## src/rtl/exc_ctrl_pkg.sv

```systemverilog
// Shared constants for the exception sequencer: cause codes, Status bit
// positions, request-kind and FSM state encodings, exception vector.
package exc_ctrl_pkg;

    typedef enum logic [1:0] {
        KIND_SYSCALL = 2'd0,
        KIND_BREAK   = 2'd1,
        KIND_TEQ     = 2'd2,
        KIND_ERET    = 2'd3
    } req_kind_e;

    typedef enum logic [1:0] {
        ST_IDLE   = 2'd0,
        ST_DRAIN  = 2'd1,
        ST_COMMIT = 2'd2
    } state_e;

    localparam logic [4:0] EXC_IRQ     = 5'd0;
    localparam logic [4:0] EXC_SYSCALL = 5'd8;
    localparam logic [4:0] EXC_BREAK   = 5'd9;
    localparam logic [4:0] EXC_TEQ     = 5'd13;

    localparam int STAT_IE  = 0;
    localparam int STAT_SYS = 1;
    localparam int STAT_BRK = 2;
    localparam int STAT_TEQ = 3;
    localparam int STAT_INT = 4;

    localparam logic [31:0] EXC_VECTOR = 32'h0040_0004;

endpackage

```

## src/rtl/exc_prio.sv

```systemverilog
// Masks decode requests and the interrupt against Status and picks the winner;
// a present decode request (taken or masked) always beats the interrupt.
module exc_prio
    import exc_ctrl_pkg::*;
(
    input  logic [31:0] status,
    input  logic        req_valid,
    input  logic [1:0]  req_kind,
    input  logic        teq_equal,
    input  logic        irq,
    input  logic        id_valid,
    output logic        take,
    output logic        is_eret,
    output logic        from_req,
    output logic        req_masked,
    output logic [4:0]  cause
);

    logic req_take_s;
    logic [4:0] req_cause_s;
    logic irq_en_s;

    assign irq_en_s = irq & status[STAT_IE] & status[STAT_INT] & id_valid;

    // Per-kind enable and cause code for the decode request
    always_comb begin
        req_take_s  = 1'b0;
        req_cause_s = EXC_IRQ;
        case (req_kind)
            KIND_SYSCALL: begin
                req_take_s  = status[STAT_IE] & status[STAT_SYS];
                req_cause_s = EXC_SYSCALL;
            end
            KIND_BREAK: begin
                req_take_s  = status[STAT_IE] & status[STAT_BRK];
                req_cause_s = EXC_BREAK;
            end
            KIND_TEQ: begin
                req_take_s  = status[STAT_IE] & status[STAT_TEQ] & teq_equal;
                req_cause_s = EXC_TEQ;
            end
            KIND_ERET: begin
                req_take_s  = 1'b1;
                req_cause_s = EXC_IRQ;
            end
            default: begin
                req_take_s  = 1'b0;
                req_cause_s = EXC_IRQ;
            end
        endcase
    end

    // Arbitrate between the decode request and the interrupt
    always_comb begin
        take       = 1'b0;
        is_eret    = 1'b0;
        from_req   = 1'b0;
        req_masked = 1'b0;
        cause      = EXC_IRQ;
        if (req_valid) begin
            take       = req_take_s;
            is_eret    = (req_kind == KIND_ERET);
            from_req   = 1'b1;
            req_masked = ~req_take_s;
            cause      = req_cause_s;
        end else begin
            take       = irq_en_s;
            is_eret    = 1'b0;
            from_req   = 1'b0;
            req_masked = 1'b0;
            cause      = EXC_IRQ;
        end
    end

endmodule

```

## src/rtl/exc_ctrl.sv

```systemverilog
// Exception sequencer: captures a taken event, stalls decode until the pipe
// drains, then issues a one-cycle exception/eret commit and PC redirect.
module exc_ctrl
    import exc_ctrl_pkg::*;
(
    input  logic        in_clk,
    input  logic        in_rst,
    input  logic        in_id_valid,
    input  logic [31:0] in_id_pc,
    input  logic        in_req_valid,
    input  logic [1:0]  in_req_kind,
    input  logic        in_teq_equal,
    input  logic        in_irq,
    input  logic        in_pipe_empty,
    input  logic [31:0] in_status,
    input  logic [31:0] in_eaddr,
    output logic        out_stall,
    output logic        out_req_ack,
    output logic        out_exception,
    output logic        out_eret,
    output logic [4:0]  out_cause,
    output logic [31:0] out_epc,
    output logic        out_redirect,
    output logic [31:0] out_target
);

    state_e      state_r;
    state_e      state_s;
    logic        take_s;
    logic        is_eret_s;
    logic        from_req_s;
    logic        masked_s;
    logic [4:0]  cause_s;
    logic        eret_r;
    logic        from_req_r;
    logic        mask_ack_r;
    logic [4:0]  cause_r;
    logic [31:0] epc_r;
    logic        idle_s;

    exc_prio u_prio (
        .status     (in_status),
        .req_valid  (in_req_valid),
        .req_kind   (in_req_kind),
        .teq_equal  (in_teq_equal),
        .irq        (in_irq),
        .id_valid   (in_id_valid),
        .take       (take_s),
        .is_eret    (is_eret_s),
        .from_req   (from_req_s),
        .req_masked (masked_s),
        .cause      (cause_s)
    );

    assign idle_s = (state_r == ST_IDLE);

    // FSM state register
    always_ff @(posedge in_clk or negedge in_rst) begin
        if (!in_rst) begin
            state_r <= ST_IDLE;
        end else begin
            state_r <= state_s;
        end
    end

    // Next-state logic; events are only sampled in IDLE
    always_comb begin
        state_s = state_r;
        case (state_r)
            ST_IDLE:   state_s = take_s ? ST_DRAIN : ST_IDLE;
            ST_DRAIN:  state_s = in_pipe_empty ? ST_COMMIT : ST_DRAIN;
            ST_COMMIT: state_s = ST_IDLE;
            default:   state_s = ST_IDLE;
        endcase
    end

    // Event capture and masked-request acknowledge
    always_ff @(posedge in_clk or negedge in_rst) begin
        if (!in_rst) begin
            eret_r     <= 1'b0;
            from_req_r <= 1'b0;
            mask_ack_r <= 1'b0;
            cause_r    <= 5'd0;
            epc_r      <= 32'd0;
        end else begin
            mask_ack_r <= idle_s & masked_s;
            if (idle_s && take_s) begin
                eret_r     <= is_eret_s;
                from_req_r <= from_req_s;
                cause_r    <= cause_s;
                epc_r      <= in_id_pc;
            end
        end
    end

    // Output decode; stall is raised combinationally on a take in IDLE
    always_comb begin
        out_stall     = 1'b0;
        out_exception = 1'b0;
        out_eret      = 1'b0;
        out_redirect  = 1'b0;
        out_req_ack   = mask_ack_r;
        case (state_r)
            ST_IDLE: begin
                out_stall = take_s & in_rst;
            end
            ST_DRAIN: begin
                out_stall = 1'b1;
            end
            ST_COMMIT: begin
                out_stall     = 1'b1;
                out_exception = ~eret_r;
                out_eret      = eret_r;
                out_redirect  = 1'b1;
                out_req_ack   = mask_ack_r | from_req_r;
            end
            default: begin
                out_stall = 1'b0;
            end
        endcase
    end

    assign out_cause  = cause_r;
    assign out_epc    = epc_r;
    assign out_target = in_eaddr;

endmodule
```

## config.mk

```make
export PLATFORM = sky130hd
export DESIGN_NAME = exc_ctrl
export DESIGN_NICKNAME = d
export VERILOG_FILES = /design/src/rtl/exc_ctrl_pkg.sv /design/src/rtl/exc_prio.sv /design/src/rtl/exc_ctrl.sv
export SDC_FILE = /design/constraint.sdc
export NUM_CORES = 1
export LEC_CHECK = 0
export CAP_MARGIN = 40
export CORE_MARGIN = 3
export CORE_UTILIZATION = 32
export CTS_CLUSTER_SIZE = 8
export DETAILED_ROUTE_END_ITERATION = 8
export PLACE_DENSITY = 0.81
export SLEW_MARGIN = 20
export SYNTH_ARGS = -nofsm -noshare
export SYNTH_HDL_FRONTEND = slang
export SYNTH_SLANG_ARGS = --single-unit
```

## constraint.sdc

```tcl
create_clock -name in_clk -period 1.9 [get_ports in_clk]
set_clock_uncertainty 0.05 [all_clocks]
set_input_delay 0.285 -clock in_clk [delete_from_list [all_inputs] [get_ports in_clk]]
set_output_delay 0.285 -clock in_clk [all_outputs]
set_load 0.05 [all_outputs]
```

After elaboration in Yosys (flattened, before gate mapping)
Index checks and enable logic that the tools add are counted.
{"block": "totals", "word_cells": 42, "in_bits": 105, "out_inout_bits": 74, "regBits": 42}
{"block": "classes", "bitwise": 12, "n_mux": 15, "n_reduce_logical": 4, "eq_ne": 5}
{"op": "5-bit case mux with 4 select lines", "n": 1}
{"op": "1-bit bitwise AND", "n": 9}
{"op": "1-bit two-way mux", "n": 9}
{"op": "2-bit == test, second input constant", "n": 3}
{"op": "5-bit two-way mux", "n": 1}
{"op": "2-bit by 1-bit == test with 1-bit output, second input constant", "n": 2}
{"op": "2-bit zero test", "n": 2}
{"op": "1-bit case mux with 4 select lines", "n": 1}
{"op": "2-bit case mux with 2 select lines", "n": 1}
{"op": "2-bit two-way mux", "n": 1}
{"op": "1-bit inverter", "n": 2}
{"op": "1-bit case mux with 2 select lines", "n": 1}
{"op": "2-bit OR reduction", "n": 1}
{"op": "1-bit logical AND", "n": 1}
{"op": "1-bit OR", "n": 1}

Logic depth before layout (Yosys ltp)
Gate-level depths: netlist (run 1).
{"block": "logic_depth", "ltp_word": 6, "mapped_depth": 8, "mapped_depth_nobuf": 6}

Modules after synthesis
Synthesis (run 1) repeated with hierarchy kept, for this count alone.
{"block": "unflattened", "hier_cells": 157, "area_unflattened_um2": 2228.4}
{"mod": "exc_ctrl", "cells_per_inst": 136, "seq_area_each_um2": 1051.0, "area_per_inst_um2": 2068.2, "n_inst": 1}
{"mod": "exc_prio", "cells_per_inst": 21, "seq_area_each_um2": 0.0, "area_per_inst_um2": 160.2, "n_inst": 1}

Worst setup path before layout (run 1)
OpenSTA, ideal clock, no wires.
{"block": "synth_timing", "path_type": "register -> output", "start": "register state_r[0]", "end": "output port out_exception", "path_stages_with_launch": 4, "path_buffers": 0, "path_slack_ps": -172, "arrival_time_ps": 1737, "required_time_ps": 1565, "path_cell_list": "dfrtp_1 -> inv_1 -> ha_1 -> nor2b_1"}
{"block": "synth_between", "elab_chain_cells": 2}
{"element": "start, declared", "line": "exc_ctrl.sv:27", "source": "state_e state_r;"}
{"element": "start signal, assigned", "line": "exc_ctrl.sv:62", "source": "state_r <= state_s;"}
{"element": "2-bit == test", "line": "exc_ctrl.sv:103", "source": "case (state_r)"}
{"element": "1-bit two-way mux", "line": "exc_ctrl.sv:103"}
{"element": "end, declared", "line": "exc_ctrl.sv:19", "source": "output logic out_exception,"}
No other way between the ends.

Final worst setup path (run 1)
{"block": "layout_timing", "start": "input port in_req_kind[0]", "end": "register epc_r[6], in the netlist out_epc[6]"}
{"block": "layout_between", "elab_chain_cells": 4, "word_cells_on_any_way": 7, "classes_between": "3 x eq/ne; 2 x mux; 2 x reduce/logical"}
{"element": "start, declared", "line": "exc_ctrl.sv:11", "source": "input logic [1:0] in_req_kind,"}
{"element": "2-bit == test, or another cell as far along", "line": "exc_prio.sv:29", "source": "case (req_kind)"}
{"element": "1-bit case mux with 4 select lines *", "line": "exc_prio.sv:29"}
{"element": "1-bit two-way mux *", "line": "exc_prio.sv:60", "source": "if (req_valid) begin"}
{"element": "1-bit logical AND *", "line": "exc_ctrl.sv:87", "source": "if (idle_s && take_s) begin"}
{"element": "end signal, assigned", "line": "exc_ctrl.sv:91", "source": "epc_r <= in_id_pc;"}
{"element": "end, declared", "line": "exc_ctrl.sv:38", "source": "logic [31:0] epc_r;"}
Every way passes the cells marked *; elsewhere a longest branch is shown, timed or not.
A chain may end at the register's enable or synchronous reset.

==> flow_summary.toml, run 1 <==
[outcome]
status = "finished, violations left"
violations = "setup timing"

[cells_and_area]
utilization_pct = 51.7
layout-drive-gt1-share_pct = 35.3
layout_commonest_cell = "clkdlybuf4s50_1"
syn_to_final_growth_pct = 51.3
final_nets = 345
antenna_cells = 0
layout_common_cells = "clkdlybuf4s50_1, dfrtp_1, mux2_4, buf_4, inv_1"
fin_area_mm2 = 0.00317

[drt]
viasPerCell = 4.44
routedWlPerCell_um = 14.8
drc = 0
drtPass1Iterations = 4
postRouteAntennaNets = 0
drtIter0Drc = 15
wl_um = 4550
num_vias = 1362

[timing]
slew_viol_final = 0
relSlewSlack_pct = 65.8
period_minus_slack_ns = 1.90
fmax_ghz = 0.526
setup_ws_ns = -0.000126
hold_ws_ns = 0.0465
grt_setup_unrepaired = "true"
tns_ns = -0.000126
post-route-period-util_pct = 100
setup_violations = 1
tightestPinTransition_ns = 0.512
hold_viol = 0

[die]
top_level_ports = 179
die_w_um = 86.9
die_area_mm2 = 0.00755
die_h_um = 86.9
row_count = 28
core_mm2 = 0.00613
start_util_pct = 34.1

[place]
place_area_mm2 = 0.00288
gp_congestion = 0.707
dp_hpwl_um = 3250
port_buffers = 85

[critical_path]
timing_worst_setup_path_type = "in -> reg"
cp.required_ns = 2.01
path_max_fanout = 9
r2r_cells = 5
crit_path_start_kind = "input pin"
cp-end-kind = "register"
arrival_ns = 2.01

[logic_synthesis]
synth_seq_cells = 40
synth_cell_type_count = 24
syn_area_per_cell_um2 = 13.4
synth_ff_type = "dfrtp_1"
netlist_area_mm2 = 0.00209
synth_edf_count = 0
syn_inst = 156
async_flop_share_pct = 100
yosysSeqAreaShare_pct = 47.8
yosys_warnings = 0

[global_routing]
grt_pass1_wl_um = 6990
track_usage_pct = 11.8
overflow = 0
antenna_found_initial = 0
grt_max_degree = 41
grt_pass1_vias = 1408

[clock_network]
cts_tree = "done"
worstSkewPairLatency_ns = 0.27
cts-root-buf = "clkbuf_8"
hold_buffers = 0
cts.path.max_buffers = 2
cts_buffers = 5
cts.htree.levels = 2
clk_pin_slew_ns = 0.07
clock_sinks = 40

[power_and_ir_drop]
peakVddDrop_mv = 1.09
p_leak_nw = 1.44
power_density_mw_per_mm2 = 1520

[hold_path]
hold_path.class = "in -> async"

[run]
maxCapViolations = 0
[synth_stat cells (all sizes together), types with 2 or more instances]
library cell / count / area share [%]
o21ai: 3 / 0.72
ha: 9 / 5.4
a21o: 2 / 0.72
inv: 10 / 1.8
and2: 2 / 0.60
nand3: 2 / 0.48
a41oi: 2 / 1.2
o22ai: 3 / 0.90
nand2: 2 / 0.36
buf: 38 / 15
dfrtp: 40 / 48
nor2: 2 / 0.36
mux2: 32 / 22
nand2b: 3 / 0.90
[sequential cells by signal (all words and copies together) (netlist names)]
name / cells
state_r: 2
out_epc: 32
mask_ack_r: 1
from_req_r: 1
out_cause: 3
eret_r: 1
[stage by stage]
stage                     power [mW]  instances  setup WS [ns]
after global placement          4.12        290         -0.462
final                           4.81        307      -0.000126
after detailed placement        4.16        290         -0.529
after CTS                       4.76        303       0.000655
after global routing            5.04        307        -0.0729
after floorplan                 3.37        157         0.0471
[critical path: stages]
cell and delay (ns):
buf_6 0.10, buf_6 0.12, ha_4 0.16, mux2i_2 0.15, o211ai_1 0.29, buf_4 0.16, and3_4 0.26, buf_12 0.16
mux2_2 0.33
[logic make-up (layout without fill, tap and decap cells)]
logic type / count (synthesis) / in the layout / synth area share (%)
DFF: 40 / 40 / 47.8
buffers and inverters: 48 / 123 / 17.0
adders and majority gates: 9 / 9 / 5.38
AOI/OAI and AO/OA: 11 / 11 / 3.89
other: 1 / 2 / 0.179
muxes: 33 / 33 / 22.2
and+or+nand+nor: 14 / 14 / 3.59
[timing repair]
action                     4_1_cts  5_1_grt
hold endpoints to repair         0        0
resized for setup               17       16
setup buffers                    5        2
pin swaps                        5        5
cloned                           0        2
setup endpoints to repair       34       34
[routing by layer]
layer	track usage (%)	wire length, um
met1	14.8	1820
met2	19.0	2270
met3	3.50	377
met4	4.96	87
met5	0	0
[cell type report]
type                    instances  area (um2)
clock buffers                   6        82.6
repair buffers                105        1110
flip-flops and latches         40        1000
fillers                       521        2960
multi-input cells              69         831
clock inverters                 2        10.0
inverters                      10        37.5
well taps                      75        93.8
[path summary, 6_finish.rpt]
check                      slack, ns                      end                   start
setup reg to reg                0.19   out_epc[6]$_DFFE_PN0P_    state_r[0]$_DFF_PN0_
setup / recovery             -0.0001   out_epc[6]$_DFFE_PN0P_          in_req_kind[0]
hold / removal                  0.05     mask_ack_r$_DFF_PN0_                  in_rst
min in group in_clk             0.39     mask_ack_r$_DFF_PN0_            in_teq_equal
hold reg to reg                 0.46   out_epc[2]$_DFFE_PN0P_  out_epc[2]$_DFFE_PN0P_
max in group asynchronous       1.41  out_epc[14]$_DFFE_PN0P_                  in_rst
[report_power, final]
part	internal [mW]	total [mW]	switching, mW
logic	1.23	2.87	1.64
clock network	0.290	0.562	0.272
registers	1.19	1.38	0.195
Note: power is estimated with default switching activity, not from simulation.
==> inputs of run 2 (changes only) <==
CTS_CLUSTER_DIAMETER = 60   (was unset)
==> results of run 2 <==
Same layout as run 1: the final DEF is identical, and so are final timing and power.
